`src/rtl/set_assoc_cache_if.sv`:
```
// CPU and memory bus bundle for set_assoc_cache.
// The slave modport is the cache's view. The master modport is the environment's view:
// it drives the CPU requests and the memory responses.
interface set_assoc_cache_if #(
  parameter int ADDR_WIDTH = 16,
  parameter int DATA_WIDTH = 8
);
  logic                  cpu_req;
  logic                  cpu_we;
  logic [ADDR_WIDTH-1:0] cpu_addr;
  logic [DATA_WIDTH-1:0] cpu_wdata;
  logic [DATA_WIDTH-1:0] cpu_rdata;
  logic                  cpu_ready;
  logic                  hit;
  logic                  mem_req;
  logic                  mem_we;
  logic [ADDR_WIDTH-1:0] mem_addr;
  logic [DATA_WIDTH-1:0] mem_wdata;
  logic [DATA_WIDTH-1:0] mem_rdata;
  logic                  mem_rvalid;
  logic                  mem_ack;

  modport slave (
    input  cpu_req, cpu_we, cpu_addr, cpu_wdata, mem_rdata, mem_rvalid, mem_ack,
    output cpu_rdata, cpu_ready, hit, mem_req, mem_we, mem_addr, mem_wdata
  );

  modport master (
    output cpu_req, cpu_we, cpu_addr, cpu_wdata, mem_rdata, mem_rvalid, mem_ack,
    input  cpu_rdata, cpu_ready, hit, mem_req, mem_we, mem_addr, mem_wdata
  );
endinterface

```
`src/rtl/set_assoc_cache.sv`:
```
// N-way set-associative, write-through, no-write-allocate byte cache with per-set LRU.
// Read misses refill a whole line as a burst. Writes always go through to memory.
// Optional feature: define CACHE_STATS_EN to add the saturating stat_hits and stat_misses counters.
module set_assoc_cache #(
  parameter int ADDR_WIDTH = 16,
  parameter int DATA_WIDTH = 8,
  parameter int WAYS       = 2,
  parameter int SETS       = 32,
  parameter int LINE_WORDS = 4
) (
  input  logic clock,
  input  logic reset,
`ifdef CACHE_STATS_EN
  output logic [15:0] stat_hits,
  output logic [15:0] stat_misses,
`endif
  set_assoc_cache_if.slave bus
);
  localparam int OFF_W = $clog2(LINE_WORDS);
  localparam int IDX_W = $clog2(SETS);
  localparam int TAG_W = ADDR_WIDTH - IDX_W - OFF_W;
  localparam int WAY_W = (WAYS > 1) ? $clog2(WAYS) : 1;

  typedef enum logic [2:0] {IDLE, LOOKUP, REFILL, RESPOND, WRITE_MEM} state_e;

  state_e                state_q, state_d;
  logic                  we_q, we_d;
  logic [ADDR_WIDTH-1:0] addr_q, addr_d;
  logic [DATA_WIDTH-1:0] wdata_q, wdata_d;
  logic [OFF_W-1:0]      cnt_q, cnt_d;
  logic [WAY_W-1:0]      victim_q, victim_d;
  logic                  hit_q, hit_d;
  logic [WAYS-1:0]       valid_q [SETS];
  logic [WAYS-1:0]       valid_d [SETS];
  logic [WAY_W-1:0]      age_q [SETS][WAYS];
  logic [WAY_W-1:0]      age_d [SETS][WAYS];

  logic [DATA_WIDTH-1:0] data_mem [WAYS][SETS][LINE_WORDS];
  logic [TAG_W-1:0]      tag_mem  [WAYS][SETS];

  logic [TAG_W-1:0]      req_tag;
  logic [IDX_W-1:0]      req_idx;
  logic [OFF_W-1:0]      req_off;
  logic                  hit_any, found_free;
  logic [WAY_W-1:0]      hit_way, victim_way, data_way, touch_way;
  logic [OFF_W-1:0]      data_off;
  logic [DATA_WIDTH-1:0] data_wdata;
  logic                  data_we, tag_we, touch;

  assign req_tag = addr_q[ADDR_WIDTH-1 -: TAG_W];
  assign req_idx = addr_q[OFF_W +: IDX_W];
  assign req_off = addr_q[OFF_W-1:0];

  // Tag compare across all ways of the addressed set.
  always_comb begin
    // NOTE: every variable gets a default before the loop; a path that skips an assignment would infer a latch.
    hit_any = 1'b0;
    hit_way = '0;
    for (int w = 0; w < WAYS; w++) begin
      if (valid_q[req_idx][w] && (tag_mem[w][req_idx] == req_tag)) begin
        hit_any = 1'b1;
        hit_way = WAY_W'(w);
      end
    end
  end

  // Victim choice: the lowest-numbered invalid way, otherwise the oldest way.
  always_comb begin
    found_free = 1'b0;
    victim_way = '0;
    for (int w = 0; w < WAYS; w++) begin
      if (!found_free && !valid_q[req_idx][w]) begin
        victim_way = WAY_W'(w);
        found_free = 1'b1;
      end
    end
    if (!found_free) begin
      for (int w = 0; w < WAYS; w++) begin
        if (age_q[req_idx][w] == WAY_W'(WAYS - 1)) victim_way = WAY_W'(w);
      end
    end
  end

  // Controller next state, array write enables, LRU update and bus outputs.
  always_comb begin
    state_d    = state_q;
    we_d       = we_q;
    addr_d     = addr_q;
    wdata_d    = wdata_q;
    cnt_d      = cnt_q;
    victim_d   = victim_q;
    hit_d      = hit_q;
    valid_d    = valid_q;
    age_d      = age_q;
    data_we    = 1'b0;
    data_way   = hit_way;
    data_off   = req_off;
    data_wdata = wdata_q;
    tag_we     = 1'b0;
    touch      = 1'b0;
    touch_way  = hit_way;
    bus.cpu_rdata = '0;
    bus.cpu_ready = 1'b0;
    bus.hit       = hit_q;
    bus.mem_req   = 1'b0;
    bus.mem_we    = 1'b0;
    bus.mem_addr  = '0;
    bus.mem_wdata = '0;
    unique case (state_q)
      IDLE: begin
        if (bus.cpu_req) begin
          we_d    = bus.cpu_we;
          addr_d  = bus.cpu_addr;
          wdata_d = bus.cpu_wdata;
          state_d = LOOKUP;
        end
      end
      LOOKUP: begin
        hit_d   = hit_any;
        bus.hit = hit_any;
        if (we_q) begin
          if (hit_any) begin
            data_we = 1'b1;
            touch   = 1'b1;
          end
          state_d = WRITE_MEM;
        end else if (hit_any) begin
          bus.cpu_rdata = data_mem[hit_way][req_idx][req_off];
          bus.cpu_ready = 1'b1;
          touch         = 1'b1;
          state_d       = IDLE;
        end else begin
          victim_d                     = victim_way;
          valid_d[req_idx][victim_way] = 1'b0;
          state_d                      = REFILL;
        end
      end
      REFILL: begin
        bus.mem_req  = 1'b1;
        bus.mem_addr = {req_tag, req_idx, {OFF_W{1'b0}}};
        if (bus.mem_rvalid) begin
          data_we    = 1'b1;
          data_way   = victim_q;
          data_off   = cnt_q;
          data_wdata = bus.mem_rdata;
          cnt_d      = cnt_q + 1'b1;
          if (cnt_q == OFF_W'(LINE_WORDS - 1)) state_d = RESPOND;
        end
      end
      RESPOND: begin
        bus.cpu_ready = 1'b1;
        state_d       = IDLE;
        if (!we_q) begin
          bus.cpu_rdata              = data_mem[victim_q][req_idx][req_off];
          valid_d[req_idx][victim_q] = 1'b1;
          tag_we                     = 1'b1;
          touch                      = 1'b1;
          touch_way                  = victim_q;
        end
      end
      WRITE_MEM: begin
        bus.mem_req   = 1'b1;
        bus.mem_we    = 1'b1;
        bus.mem_addr  = addr_q;
        bus.mem_wdata = wdata_q;
        if (bus.mem_ack) state_d = RESPOND;
      end
      default: state_d = IDLE;
    endcase
    if (touch && (WAYS > 1)) begin
      for (int w = 0; w < WAYS; w++) begin
        if (WAY_W'(w) == touch_way) begin
          age_d[req_idx][w] = '0;
        end else if (age_q[req_idx][w] < age_q[req_idx][touch_way]) begin
          age_d[req_idx][w] = age_q[req_idx][w] + 1'b1;
        end
      end
    end
  end

  // Control state, valid bits and LRU ages, with a synchronous reset.
  always_ff @(posedge clock) begin
    if (!reset) begin
      // NOTE: sequential state uses non-blocking assignment so that every flop samples the values from before the edge.
      state_q  <= IDLE;
      we_q     <= 1'b0;
      addr_q   <= '0;
      wdata_q  <= '0;
      cnt_q    <= '0;
      victim_q <= '0;
      hit_q    <= 1'b0;
      for (int s = 0; s < SETS; s++) begin
        valid_q[s] <= '0;
        for (int w = 0; w < WAYS; w++) age_q[s][w] <= WAY_W'(w);
      end
    end else begin
      state_q  <= state_d;
      we_q     <= we_d;
      addr_q   <= addr_d;
      wdata_q  <= wdata_d;
      cnt_q    <= cnt_d;
      victim_q <= victim_d;
      hit_q    <= hit_d;
      valid_q  <= valid_d;
      age_q    <= age_d;
    end
  end

  // Line data and tag storage.
  always_ff @(posedge clock) begin
    // NOTE: data and tags are left unreset; the valid bits alone decide whether their contents are used.
    if (data_we) data_mem[data_way][req_idx][data_off] <= data_wdata;
    if (tag_we)  tag_mem[victim_q][req_idx] <= req_tag;
  end

`ifdef CACHE_STATS_EN
  logic [15:0] hits_q, hits_d, misses_q, misses_d;

  // Saturating hit and miss counters, updated once per lookup.
  always_comb begin
    hits_d   = hits_q;
    misses_d = misses_q;
    if (state_q == LOOKUP) begin
      if (hit_any && (hits_q != 16'hFFFF)) hits_d = hits_q + 16'd1;
      if (!hit_any && (misses_q != 16'hFFFF)) misses_d = misses_q + 16'd1;
    end
  end

  // Counter registers, cleared by reset.
  always_ff @(posedge clock) begin
    if (!reset) begin
      hits_q   <= '0;
      misses_q <= '0;
    end else begin
      hits_q   <= hits_d;
      misses_q <= misses_d;
    end
  end

  assign stat_hits   = hits_q;
  assign stat_misses = misses_q;
`endif
endmodule

```
`src/flat_wrapper.sv`:
```
// flat-port wrapper written by rule: the top's interface ports become plain ports
module set_assoc_cache_flat 
#(
  parameter int ADDR_WIDTH = 16,
  parameter int DATA_WIDTH = 8,
  parameter int WAYS       = 2,
  parameter int SETS       = 32,
  parameter int LINE_WORDS = 4
)
  (clock, reset, bus_cpu_req, bus_cpu_we, bus_cpu_addr, bus_cpu_wdata, bus_mem_rdata, bus_mem_rvalid, bus_mem_ack, bus_cpu_rdata, bus_cpu_ready, bus_hit, bus_mem_req, bus_mem_we, bus_mem_addr, bus_mem_wdata);
  set_assoc_cache_if #(.ADDR_WIDTH(ADDR_WIDTH), .DATA_WIDTH(DATA_WIDTH)) bus_i ();
  input  logic clock;
  input  logic reset;
  input wire logic [$bits(bus_i.cpu_req)-1:0] bus_cpu_req;
  input wire logic [$bits(bus_i.cpu_we)-1:0] bus_cpu_we;
  input wire logic [$bits(bus_i.cpu_addr)-1:0] bus_cpu_addr;
  input wire logic [$bits(bus_i.cpu_wdata)-1:0] bus_cpu_wdata;
  input wire logic [$bits(bus_i.mem_rdata)-1:0] bus_mem_rdata;
  input wire logic [$bits(bus_i.mem_rvalid)-1:0] bus_mem_rvalid;
  input wire logic [$bits(bus_i.mem_ack)-1:0] bus_mem_ack;
  output wire logic [$bits(bus_i.cpu_rdata)-1:0] bus_cpu_rdata;
  output wire logic [$bits(bus_i.cpu_ready)-1:0] bus_cpu_ready;
  output wire logic [$bits(bus_i.hit)-1:0] bus_hit;
  output wire logic [$bits(bus_i.mem_req)-1:0] bus_mem_req;
  output wire logic [$bits(bus_i.mem_we)-1:0] bus_mem_we;
  output wire logic [$bits(bus_i.mem_addr)-1:0] bus_mem_addr;
  output wire logic [$bits(bus_i.mem_wdata)-1:0] bus_mem_wdata;
  assign bus_i.cpu_req = bus_cpu_req;
  assign bus_i.cpu_we = bus_cpu_we;
  assign bus_i.cpu_addr = bus_cpu_addr;
  assign bus_i.cpu_wdata = bus_cpu_wdata;
  assign bus_i.mem_rdata = bus_mem_rdata;
  assign bus_i.mem_rvalid = bus_mem_rvalid;
  assign bus_i.mem_ack = bus_mem_ack;
  assign bus_cpu_rdata = bus_i.cpu_rdata;
  assign bus_cpu_ready = bus_i.cpu_ready;
  assign bus_hit = bus_i.hit;
  assign bus_mem_req = bus_i.mem_req;
  assign bus_mem_we = bus_i.mem_we;
  assign bus_mem_addr = bus_i.mem_addr;
  assign bus_mem_wdata = bus_i.mem_wdata;
  set_assoc_cache #(.ADDR_WIDTH(ADDR_WIDTH), .DATA_WIDTH(DATA_WIDTH), .WAYS(WAYS), .SETS(SETS), .LINE_WORDS(LINE_WORDS)) u_core (.clock(clock), .reset(reset), .bus(bus_i));
endmodule
```
`config.mk`:
```
export PLATFORM = sky130hd
export DESIGN_NAME = set_assoc_cache_flat
export DESIGN_NICKNAME = d
export VERILOG_FILES = /design/src/rtl/set_assoc_cache_if.sv /design/src/rtl/set_assoc_cache.sv /design/src/flat_wrapper.sv
export SDC_FILE = /design/constraint.sdc
export NUM_CORES = 2
export LEC_CHECK = 0
export ABC_AREA = 1
export CAP_MARGIN = 25
export CORE_ASPECT_RATIO = 1.4
export CORE_MARGIN = 2
export CORE_UTILIZATION = 30
export DETAILED_ROUTE_END_ITERATION = 10
export SETUP_SLACK_MARGIN = 0.1
export SYNTH_ARGS = -nofsm -noshare
export SYNTH_HDL_FRONTEND = slang
export SYNTH_SLANG_ARGS = --single-unit
```
`constraint.sdc`:
```
create_clock -name clock -period 35.2 [get_ports clock]
set_input_delay 8.8 -clock clock [delete_from_list [all_inputs] [get_ports clock]]
set_output_delay 8.8 -clock clock [all_outputs]
set_load 0.03 [all_outputs]
```
==> metrics <==
status=complete, no violations; CTS tree=yes; GP Congestion=roughly 0.94; post-synthesis instance total=13700; reg2reg start=u_core.addr_q[2]; initial antenna violation count=20; IO Count=74; Pleak=about 52 nW; CTS Sinks=between 2000 and 3000; vias=110000; GR Overflow Total=0; Power, Total=just under 9 mW; setup bufs post-CTS=0; row count=~290; Async SR Flop Fraction=0%; CTS Buf Count=around 280; Top FF cell, synth=edfxtp_1; synth top area cells=edfxtp_1 60%, nand2_1 8.1%, nand3_1 6.8%; CP Capture Type=output pin; Place WS=roughly 16 ns; Switching Share=33.0%; Filler cells=about 43000; final setup fails=0; Post-Syn Nets=13700; number of global-route vias before repair=between 100k and 150k; Final Cycle Share=56.3%; Hold WC Path Type=reg -> reg; Max stage delay on crit path=between 0.8 and 0.9 ns; final max-slew violation count=0; CP max stage cell=buf_4; Hold Path Depth=2; sequential share of the synthesized area=between 60% and 70%; Pwr per Cell Area=approximately 58 mW/mm^2; RR Endpoint=u_core.data_mem[0][407]; P&R area growth vs syn=13.1%; reg-to-reg setup timing slack=approximately 27 ns; min Tclk post-route=roughly 20 ns; Setup Total Neg Slack=0 ns; first-pass GRT wire length=a little over 700 mm; htree depth=5; Post-Syn Area per Cell=slightly below 10 sq um; Clock Pin Slew Worst Setup and Hold Paths=around 0.070 ns; clock latency on the worst-skew pair=between 0.9 and 1 ns; final worst slack=between 15 and 20 ns; 1st-iter DRT viols=~15000; WS Path Type=reg -> out; max-slew headroom at the worst pin=20.0%; first drt pass iteration count=7; placed cell area=between 0.1 and 0.15 sq mm; IO Port Bufs=73; area leader, netlist=edfxtp_1; final hold violation count=0; Vias/cell=5.62; Detail Route Antenna Nets=0; Critical Path Source Type=register; area share of the leading cell type in the synthesized netlist=between 50% and 60%; total net switching power=between 2 and 3 mW; #FFs+latches synth=about 2800; internal power=just under 6 mW; Arrival @ worst endpoint=roughly 11 ns; cts repair resizes=0; Clock Power Share=approximately a third; layout cells sized above 1=under 10%; Post-synth EDFFs=2624; Max VDD drop=between 0.04 and 0.05 mV; Ys Warns=0; Tot GR Track Use=between 20% and 30%; Hold Slack=approximately 0.45 ns; Gate power share=approximately 22%; met2 GRT Util=approximately a third; RSZ-0062 raised after global routing=no; drt drc=0; grt met3 use=under 10%; Worst Reg-to-Reg Cells=22; Max Buffers Root-to-Sink=4; largest net degree at the start of global routing=187; Clock Skew=about 0.077 ns; WHS Endpoint=u_core.age_q[3]; Hold-fix buffers, CTS=0; final WL=roughly 500 mm; die height=787 um; Worst Path Max Fanout=80; Worst Path Required=around 26 ns; hold path start=u_core.age_q[3]; count of cell types in the netlist=between 40 and 50; total core area=~0.44 sq mm; nets=approximately 14000; Final HPWL DP=around 300 mm; DIE AREA=~0.44 sq mm; initial core utilization=between 30% and 40%; met1 usage=around 25%; gr busiest metal=met2; slew at the pin with the worst max-slew slack=between 1 and 1.5 ns; FMAX=approximately 50 MHz; finished layout cell area=0.149 sq mm; Die X=between 500 and 600 um; WL/cell=approximately 25 um; Clock Tree Root=clkbuf_16; sequential power share=approximately 44%; Max-cap violations=0; CP most frequent cell=nand2_1; Post-Synthesis Cell Area=between 0.1 and 0.15 sq mm
==> metrics by stage <==
stage	util (%)	instances
after floorplan	-	13700
after global placement	32.0	19000
after detailed placement	32.1	19000
after CTS	34.1	19500
after global routing	34.1	19500
final	34.1	19500
==> Yosys cell counts, drive strengths merged, types with 2 or more instances <==
cell type     n
buf         404
dfxtp       161
clkbuf      677
o211ai      148
a21oi       416
a221oi       37
nand3      1789
and2          2
nor4         23
a41oi        67
clkinv        3
inv         319
o2111ai      19
nor3        333
edfxtp     2624
nor2       1758
xor2          4
o21ai      1451
o311ai        5
nand2      2832
o22ai       181
o221ai        4
or2           2
a22oi       163
nand4       256
==> metal layers <==
layer / vias up / part of all wire, % / routed length, um
met5: - / 0.011 / 53
met3: 1254 / 9.5 / 47200
li1: 48300 / - / -
met2: 6366 / 47 / 232000
met4: 8 / 8.1 / 40200
met1: 53600 / 35 / 175000
==> power by group through the flow <==
stage	clock network, mW	logic [mW]	registers [mW]
final	2.95	1.89	3.82
after CTS	2.97	1.84	3.82
after global routing	3.09	1.98	3.82
after detailed placement	0	1.84	3.89
after floorplan	0	1.01	4.03
after global placement	0	1.83	3.89
==> kinds of logic (layout without fill, tap and decap cells) <==
group	Yosys count	after routing	share of synthesized area [%]
AOI/OAI and AO/OA	2496	2496	10.7
xor gates and xnor gates	4	4	0.0266
adders and majority gates	1	1	0.00951
buffers and inverters	1403	1425	4.34
DFF	2785	2785	62.4
other	0	15	0
and+or+nand+nor	6997	6997	22.6
==> worst max-delay path, delay by kind of cell, from the launching register on <==
kind	cells	cell delay (ns)
simple gates	21	4.06
compound gates	1	0.16
buf+inv	8	5.20
flops	1	0.44
==> flip-flops by register name, summed over array words and instances, names as in the netlist, named ones only <==
| register | flops |
|---|---|
| u_core.data_mem | 2048 |
| u_core.tag_mem | 576 |
| u_core.age_q | 64 |
| u_core.valid_q | 64 |
| u_core.addr_q | 16 |
| u_core.wdata_q | 8 |
| u_core.state_q | 3 |
| u_core.cnt_q | 2 |
| u_core.hit_q | 1 |
| u_core.victim_q | 1 |
| u_core.we_q | 1 |
==> worst max-delay path by stage <==
| stage | startpoint | to | slack [ns] | cells after the start |
|---|---|---|---|---|
| 4_1_cts | u_core.addr_q[2] | bus_cpu_rdata[6] | 15.40 | 30 |
| 3_5_place_dp | u_core.addr_q[2] | bus_cpu_rdata[6] | 16.44 | 30 |
| 6_report | u_core.addr_q[2] | bus_cpu_rdata[6] | 15.39 | 30 |
| 2_1_floorplan | bus_mem_rvalid | u_core.data_mem[0][0] | 13.69 | 4 |
| 3_3_place_gp | u_core.addr_q[2] | bus_cpu_rdata[6] | 16.47 | 30 |
| 5_1_grt | u_core.addr_q[2] | bus_cpu_rdata[6] | 15.02 | 30 |
==> layout make-up <==
class	count	area [sq um]	area share, %
flip-flops and latches	2785	82000	55.1
multi-input cells	9498	44300	29.8
clock buffers	346	7410	4.98
well taps	5780	7230	4.86
repair buffers	607	5300	3.56
clock inverters	150	1270	0.851
inverters	322	1250	0.842
diodes	15	37.5	0.0252
==> cells in the final DEF, fill, tap and decap left out, types with 148 or more instances in the layout <==
cell,n
a21oi_1,415
a22oi_1,163
buf_4,488
clkbuf_16,286
edfxtp_1,2624
inv_1,294
nand2_1,2821
nand3_1,1787
nand4_1,256
nor2_1,1752
nor3_1,270
o211ai_1,148
o21ai_0,1359
o22ai_1,181
(Power assumes the default switching activity.)
